### config.mk
export PLATFORM = sky130hd
export DESIGN_NAME = uart_tx_axil_master
export DESIGN_NICKNAME = d
export VERILOG_FILES = /design/src/rtl/uart_tx_axil_master_pkg.sv /design/src/rtl/byte_fifo.sv /design/src/rtl/uart_tx_axil_master.sv
export SDC_FILE = /design/constraint.sdc
export NUM_CORES = 1
export LEC_CHECK = 0
export CAP_MARGIN = 25
export CORE_MARGIN = 1
export CORE_UTILIZATION = 55
export CTS_BUF_LIST = sky130_fd_sc_hd__clkbuf_16
export DETAILED_ROUTE_END_ITERATION = 10
export DONT_BUFFER_PORTS = 1
export PLACE_DENSITY = 0.71
export SLEW_MARGIN = 30
export SYNTH_ARGS = -nofsm -noshare
export SYNTH_HDL_FRONTEND = slang
export SYNTH_SLANG_ARGS = --single-unit
### constraint.sdc
create_clock -name clk -period 3.7 [get_ports clk]
set_input_delay 0.74 -clock clk [delete_from_list [all_inputs] [get_ports clk]]
set_output_delay 0.74 -clock clk [all_outputs]
set_load 0.005 [all_outputs]
### src/rtl/uart_tx_axil_master_pkg.sv
// Shared widths, FSM encodings and AXI4-Lite write payload types for the UART TX master.
package uart_tx_axil_master_pkg;

  localparam int unsigned AXI_ADDR_W = 32;
  localparam int unsigned AXI_DATA_W = 32;
  localparam int unsigned AXI_STRB_W = AXI_DATA_W / 8;
  localparam int unsigned AXI_PROT_W = 3;
  localparam int unsigned AXI_RESP_W = 2;
  localparam int unsigned BYTE_W     = 8;
  localparam int unsigned STATE_W    = 2;

  localparam logic [STATE_W-1:0] ST_IDLE = 2'd0;
  localparam logic [STATE_W-1:0] ST_SEND = 2'd1;
  localparam logic [STATE_W-1:0] ST_RESP = 2'd2;

  localparam logic [AXI_RESP_W-1:0] RESP_OKAY = 2'b00;

  typedef struct packed {
    logic [AXI_ADDR_W-1:0] addr;
    logic [AXI_PROT_W-1:0] prot;
  } axil_aw_t;

  typedef struct packed {
    logic [AXI_DATA_W-1:0] data;
    logic [AXI_STRB_W-1:0] strb;
  } axil_w_t;

  // One character lands in the low byte lane of the TX register.
  function automatic axil_w_t tx_beat(input logic [BYTE_W-1:0] b);
    axil_w_t beat;
    beat.data = AXI_DATA_W'(b);
    beat.strb = AXI_STRB_W'(1);
    return beat;
  endfunction

endpackage

### src/rtl/byte_fifo.sv
// Synchronous FIFO with wrap-bit pointers; full/empty/head are registered,
// next-cycle full/empty are exported for callers that register their own flags.
module byte_fifo #(
  parameter int unsigned DEPTH = 8,
  parameter int unsigned WIDTH = 8
) (
  input  logic             clk,
  input  logic             rstn,
  input  logic             push,
  input  logic [WIDTH-1:0] push_data,
  input  logic             pop,
  output logic             full,
  output logic             empty,
  output logic [WIDTH-1:0] head,
  output logic             full_nxt_c,
  output logic             empty_nxt_c
);

  localparam int unsigned AW = $clog2(DEPTH);
  localparam int unsigned PW = AW + 1;

  logic [WIDTH-1:0] mem [DEPTH];
  logic [PW-1:0]    wr_ptr, rd_ptr, wr_ptr_d, rd_ptr_d;
  logic [WIDTH-1:0] head_d;
  logic             do_push, do_pop;

  always_comb begin
    do_push     = push && !full;
    do_pop      = pop && !empty;
    wr_ptr_d    = wr_ptr + PW'(do_push);
    rd_ptr_d    = rd_ptr + PW'(do_pop);
    empty_nxt_c = (wr_ptr_d == rd_ptr_d);
    full_nxt_c  = (wr_ptr_d[AW] != rd_ptr_d[AW]) &&
                  (wr_ptr_d[AW-1:0] == rd_ptr_d[AW-1:0]);
    // A push into the slot about to become head must be forwarded, the array
    // write has not landed yet.
    if (do_push && (wr_ptr[AW-1:0] == rd_ptr_d[AW-1:0])) begin
      head_d = push_data;
    end else begin
      head_d = mem[rd_ptr_d[AW-1:0]];
    end
  end

  always_ff @(posedge clk) begin
    if (do_push) begin
      mem[wr_ptr[AW-1:0]] <= push_data;
    end
  end

  always_ff @(posedge clk or negedge rstn) begin
    if (!rstn) begin
      wr_ptr <= '0;
      rd_ptr <= '0;
      full   <= 1'b0;
      empty  <= 1'b1;
      head   <= '0;
    end else begin
      wr_ptr <= wr_ptr_d;
      rd_ptr <= rd_ptr_d;
      full   <= full_nxt_c;
      empty  <= empty_nxt_c;
      head   <= head_d;
    end
  end

endmodule

### src/rtl/uart_tx_axil_master.sv
// Buffers producer bytes and writes each one, in order, to a UART TX register
// over an AXI4-Lite master write channel; the read channel is tied off.
module uart_tx_axil_master
  import uart_tx_axil_master_pkg::*;
#(
  parameter int unsigned           FIFO_DEPTH = 8,
  parameter logic [AXI_ADDR_W-1:0] TX_ADDR    = 32'h0000_0004
) (
  input  logic                  clk,
  input  logic                  rstn,

  input  logic                  in_valid,
  output logic                  in_ready,
  input  logic [BYTE_W-1:0]     in_data,

  output logic                  m_axilite_awvalid,
  input  logic                  m_axilite_awready,
  output logic [AXI_ADDR_W-1:0] m_axilite_awaddr,
  output logic [AXI_PROT_W-1:0] m_axilite_awprot,

  output logic                  m_axilite_wvalid,
  input  logic                  m_axilite_wready,
  output logic [AXI_DATA_W-1:0] m_axilite_wdata,
  output logic [AXI_STRB_W-1:0] m_axilite_wstrb,

  input  logic                  m_axilite_bvalid,
  output logic                  m_axilite_bready,
  input  logic [AXI_RESP_W-1:0] m_axilite_bresp,

  output logic                  m_axilite_arvalid,
  output logic [AXI_ADDR_W-1:0] m_axilite_araddr,
  output logic [AXI_PROT_W-1:0] m_axilite_arprot,
  output logic                  m_axilite_rready,
  input  logic                  m_axilite_rvalid,
  input  logic [AXI_DATA_W-1:0] m_axilite_rdata,
  input  logic [AXI_RESP_W-1:0] m_axilite_rresp,

  output logic                  busy,
  output logic                  err
);

  logic [STATE_W-1:0] state, state_d;
  logic               awvalid_q, awvalid_d;
  logic               wvalid_q, wvalid_d;
  logic               bready_q, bready_d;
  logic [BYTE_W-1:0]  wbyte_q, wbyte_d;
  logic               err_q, err_d;
  logic               busy_q, in_ready_q;

  logic               fifo_push, fifo_pop;
  logic               fifo_full, fifo_empty;
  logic               fifo_full_nxt, fifo_empty_nxt;
  logic [BYTE_W-1:0]  fifo_head;

  logic               aw_fire, w_fire, b_fire;
  axil_aw_t           aw_beat;
  axil_w_t            w_beat;
  logic               unused_inputs;

  assign fifo_push = in_valid && in_ready_q;
  assign aw_fire   = awvalid_q && m_axilite_awready;
  assign w_fire    = wvalid_q && m_axilite_wready;
  assign b_fire    = bready_q && m_axilite_bvalid;

  byte_fifo #(
    .DEPTH (FIFO_DEPTH),
    .WIDTH (BYTE_W)
  ) u_fifo (
    .clk         (clk),
    .rstn        (rstn),
    .push        (fifo_push),
    .push_data   (in_data),
    .pop         (fifo_pop),
    .full        (fifo_full),
    .empty       (fifo_empty),
    .head        (fifo_head),
    .full_nxt_c  (fifo_full_nxt),
    .empty_nxt_c (fifo_empty_nxt)
  );

  // Next state and next registered outputs; the head byte stays queued until its response.
  always_comb begin
    state_d   = state;
    awvalid_d = awvalid_q;
    wvalid_d  = wvalid_q;
    bready_d  = bready_q;
    wbyte_d   = wbyte_q;
    err_d     = err_q;
    fifo_pop  = 1'b0;
    case (state)
      ST_IDLE: begin
        if (!fifo_empty) begin
          state_d   = ST_SEND;
          awvalid_d = 1'b1;
          wvalid_d  = 1'b1;
          wbyte_d   = fifo_head;
        end
      end
      ST_SEND: begin
        if (aw_fire) awvalid_d = 1'b0;
        if (w_fire)  wvalid_d  = 1'b0;
        if (!awvalid_d && !wvalid_d) begin
          state_d  = ST_RESP;
          bready_d = 1'b1;
        end
      end
      ST_RESP: begin
        if (b_fire) begin
          fifo_pop = 1'b1;
          err_d    = err_q | (m_axilite_bresp != RESP_OKAY);
          bready_d = 1'b0;
          state_d  = ST_IDLE;
        end
      end
      default: begin
        state_d   = ST_IDLE;
        awvalid_d = 1'b0;
        wvalid_d  = 1'b0;
        bready_d  = 1'b0;
      end
    endcase
  end

  always_ff @(posedge clk or negedge rstn) begin
    if (!rstn) begin
      state      <= ST_IDLE;
      awvalid_q  <= 1'b0;
      wvalid_q   <= 1'b0;
      bready_q   <= 1'b0;
      wbyte_q    <= '0;
      err_q      <= 1'b0;
      busy_q     <= 1'b0;
      in_ready_q <= 1'b1;
    end else begin
      state      <= state_d;
      awvalid_q  <= awvalid_d;
      wvalid_q   <= wvalid_d;
      bready_q   <= bready_d;
      wbyte_q    <= wbyte_d;
      err_q      <= err_d;
      busy_q     <= (state_d != ST_IDLE) || !fifo_empty_nxt;
      in_ready_q <= !fifo_full_nxt;
    end
  end

  assign aw_beat = '{addr: TX_ADDR, prot: 3'b000};
  assign w_beat  = tx_beat(wbyte_q);

  assign in_ready          = in_ready_q;
  assign m_axilite_awvalid = awvalid_q;
  assign m_axilite_awaddr  = aw_beat.addr;
  assign m_axilite_awprot  = aw_beat.prot;
  assign m_axilite_wvalid  = wvalid_q;
  assign m_axilite_wdata   = w_beat.data;
  assign m_axilite_wstrb   = w_beat.strb;
  assign m_axilite_bready  = bready_q;
  assign busy              = busy_q;
  assign err               = err_q;

  // Write-only master: read channel is permanently idle.
  assign m_axilite_arvalid = 1'b0;
  assign m_axilite_araddr  = '0;
  assign m_axilite_arprot  = '0;
  assign m_axilite_rready  = 1'b0;

  assign unused_inputs = ^{m_axilite_rvalid, m_axilite_rdata, m_axilite_rresp, fifo_full};

endmodule

==> impl_summary.txt <==
----------------------------------------------------
[Job]
  Number of max-cap violations ... 0

[Floorplan]
  Die X-Extent ... 94.6 um
  Area of the core ... 0.00826 mm2
  Row cnt ... 33
  Starting Density ... 57.2%
  Io pins ... 165
  Full die area ... 0.00896 mm2
  DIE HEIGHT ... 94.6 um

[Setup path]
  Worst setup SP type ... flip-flop
  Critical Path Sink Type ... flip-flop
  Largest fanout of any net on the critical path ... 18
  WP data arrival ... 2.77 ns
  Required time of the worst setup path ... 3.91 ns
  Crit Path Category ... flip-flop to flip-flop

[Logic synthesis]
  Share of the yosys chip area belonging to registers ... 58.8%
  Post-synth top flop ... sky130_fd_sc_hd__edfxtp_1
  Average size of a mapped cell ... 14.7 um2
  Cell area after synthesis ... 0.00472 mm2
  Netlist cell types ... 40
  Seq cells post-synth ... 98
  Fraction of synthesis flops using an asynchronous set or reset pin ... 34.7%
  Instance count of the mapped netlist ... 321
  Number of enable-type register cells in the synthesized netlist ... 64
  Number of warnings issued by yosys ... 0

[Routing]
  Violation count after the first detailed-route iteration ... 157
  Post-route DRC ... 0
  Detail-routed via count per cell ... 4.83
  Routed Antenna Nets ... 0
  Vias after detailed routing ... 2122
  1st-pass router iterations ... 5
  Routed wirelength normalized by instance count ... 15.3 um
  Routed wire length ... 6720 um

[CTS]
  Maximum buffer depth of the clock tree ... 2
  Clock latency on the worst-skew pair ... 0.34 ns
  H-tree depth ... 3
  Hold Buf Count CTS ... 0
  Root buffer cell ... sky130_fd_sc_hd__clkbuf_16
  Clock-pin slew on the worst setup and hold paths ... 0.07 ns
  Number of setup buffers added after CTS ... 0
  Number of sinks on the clock net ... 98
  Number of buffers created by CTS ... 9
  CTS tree ... yes
  Number of gates resized after cts ... 0

[Layout]
  Layout-stage area growth over the synthesis result ... 1.19%
  Filler instances ... 652
  Number of nets in the finished design ... 384
  Diode insertion count for antenna repair ... 0
  Fraction of layout instances using a drive strength above 1 ... 11.1%

[Placement]
  Input/output buffers ... 0
  Final RePlAce weighted congestion ... 0.718
  Half-perimeter wire length after detailed placement ... 4510 um

[STA]
  Slew Limit Fails ... 0
  Transition time of the tightest slew-check pin ... 0.855 ns
  Final clock skew ... 0.00809 ns
  Minimum clock period after layout ... 2.56 ns
  Final hold slack ... 0.0919 ns
  Part of the cycle the worst path needs ... 69.2%
  Number of setup violations in the final report ... 0
  Relative slew slack ... 42.8%
  Final hold violations ... 0
  Achievable frequency ... 391 MHz
  Unrepaired setup endpoints after global routing ... no
  Sum of negative setup slack ... 0 ns

[Run status]
  Outcome ... complete, no violations

[Power and ir drop]
  Lkg Pwr ... 1.97 nW
  Maximum ir drop on the vdd rail ... 0.000355 V
  PwrDens ... 764 mW/mm2

[Global routing]
  Antenna violations before repair ... 0
  Total grt overflow ... 0
  Vias in the first global route ... 2016
  Maximum number of pins on one net before global-route repair ... 35
  First-pass GRT wire length ... 10300 um
  GRT Overall Usage ... 16.5%

[Hold path]
  Path category of the worst min-delay check ... input port to async pin

----------------------------------------------------
[Yosys cell counts (2+ instances only)]
master / instances / area share [%]
sky130_fd_sc_hd__buf_4: 101 / 16
sky130_fd_sc_hd__edfxtp_1: 64 / 41
sky130_fd_sc_hd__dfrtp_1: 32 / 17
sky130_fd_sc_hd__nor2_1: 18 / 1.4
sky130_fd_sc_hd__mux4_1: 14 / 7.8
sky130_fd_sc_hd__a21oi_1: 9 / 0.95
sky130_fd_sc_hd__mux2_2: 9 / 2.1
sky130_fd_sc_hd__mux2i_1: 8 / 1.7
sky130_fd_sc_hd__xnor2_1: 7 / 1.3
sky130_fd_sc_hd__inv_1: 6 / 0.48
sky130_fd_sc_hd__nor3_1: 5 / 0.53
sky130_fd_sc_hd__ha_1: 4 / 1.1
sky130_fd_sc_hd__nand2b_1: 4 / 0.53
sky130_fd_sc_hd__clkbuf_1: 3 / 0.24
sky130_fd_sc_hd__nand2_1: 3 / 0.24
sky130_fd_sc_hd__nand3_1: 3 / 0.32
sky130_fd_sc_hd__xor2_1: 3 / 0.56
sky130_fd_sc_hd__and3_1: 2 / 0.27
sky130_fd_sc_hd__conb_1: 2 / 0.16
sky130_fd_sc_hd__dfstp_2: 2 / 1.1
sky130_fd_sc_hd__mux4_2: 2 / 0.95
sky130_fd_sc_hd__nor2b_1: 2 / 0.27
[layer usage]
metal  wire (um)  share of wire (%)  up-vias  GRT usage (%)
li1            -                  -      965              -
met1        2730                 41     1042           19.4
met2        3450                 51      102           28.0
met3         412                6.1       13           4.03
met4         136                2.0        0           8.33
met5           0                  0        -              0
[final timing paths]
path	startpoint	end	slack [ns]	cells after the start
worst max-delay path	state[0]$_DFF_PN0_	u_fifo.head[6]$_DFF_PN0_	1.14	8
worst min-delay path	rstn	u_fifo.head[5]$_DFF_PN0_	0.09	0
worst max register to register	state[0]$_DFF_PN0_	u_fifo.head[6]$_DFF_PN0_	1.14	8
worst min register to register	u_fifo.head[7]$_DFF_PN0_	wbyte_q[7]$_DFFE_PN0P_	0.48	1
max in group asynchronous	rstn	in_ready$_DFF_PN1_	3.43	0
min in group clk	u_fifo.head[7]$_DFF_PN0_	wbyte_q[7]$_DFFE_PN0P_	0.48	1
[state kept, by name (all words and copies together), names as in the netlist]
name,count
busy,1
err,1
in_ready,1
m_axilite_awvalid,1
m_axilite_bready,1
m_axilite_wvalid,1
state,2
u_fifo.empty,1
u_fifo.full,1
u_fifo.head,8
u_fifo.mem,64
u_fifo.rd_ptr,4
u_fifo.wr_ptr,4
wbyte_q,8
[area by class of cell]
| cell class | count | area [um2] | area share [%] |
|---|---|---|---|
| Sequential cell | 98 | 2780 | 58.1 |
| Multi-Input combinational cell | 207 | 1480 | 30.9 |
| Clock buffer | 9 | 225 | 4.72 |
| Tap cell | 105 | 131 | 2.75 |
| Clock inverter | 7 | 93.8 | 1.96 |
| Timing Repair Buffer | 7 | 52.6 | 1.10 |
| Inverter | 6 | 22.5 | 0.472 |
[layout by cell type, fill, tap and decap left out, types with 3 or more instances in the layout]
cell type / instances
sky130_fd_sc_hd__a21oi_1: 9
sky130_fd_sc_hd__buf_4: 7
sky130_fd_sc_hd__clkbuf_16: 9
sky130_fd_sc_hd__conb_1: 100
sky130_fd_sc_hd__dfrtp_1: 32
sky130_fd_sc_hd__edfxtp_1: 64
sky130_fd_sc_hd__ha_1: 4
sky130_fd_sc_hd__inv_1: 8
sky130_fd_sc_hd__mux2_2: 9
sky130_fd_sc_hd__mux2i_1: 8
sky130_fd_sc_hd__mux4_1: 14
sky130_fd_sc_hd__nand2_1: 3
sky130_fd_sc_hd__nand2b_1: 4
sky130_fd_sc_hd__nand3_1: 3
sky130_fd_sc_hd__nor2_1: 18
sky130_fd_sc_hd__nor3_1: 5
sky130_fd_sc_hd__xnor2_1: 7
sky130_fd_sc_hd__xor2_1: 3
[critical path, stage by stage, from the launching register on]
cell and delay, ns:
sky130_fd_sc_hd__dfrtp_1 0.50, sky130_fd_sc_hd__nand4b_1 0.19, sky130_fd_sc_hd__nor2_1 0.06, sky130_fd_sc_hd__ha_1 0.19, sky130_fd_sc_hd__ha_1 0.26, sky130_fd_sc_hd__xnor2_4 0.55
sky130_fd_sc_hd__mux4_1 0.42, sky130_fd_sc_hd__mux2i_1 0.15, sky130_fd_sc_hd__a21oi_1 0.10
[cells by family after synthesis]
kind of cell,Yosys count,synth area share [%]
compound gates,15,1.86
xor+xnor,12,2.92
fa+ha+maj,4,1.06
buf+inv,114,17.7
flops,98,58.8
mux,33,12.6
other cells,2,0.159
simple gates,43,4.88
[metrics by stage]
step	std cells	area, um2	util, %	total power [W]	worst slack (ns)
after floorplan	419	5090	-	0.00258	1.32
after global placement	423	4460	54.0	0.00267	0.942
after detailed placement	423	4460	54.0	0.00271	0.945
after CTS	439	4780	57.8	0.00370	1.11
after global routing	439	4780	57.8	0.00388	0.954
final	439	4780	57.8	0.00365	1.14
[power by group]
part	leakage (nW)	switching, W	internal, W
clock	0.163	0.000386	0.000593
sequential	0.977	0.000171	0.00145
combinational	0.832	0.000524	0.000522
total	1.97	0.00108	0.00257
(Power assumes the default switching activity.)
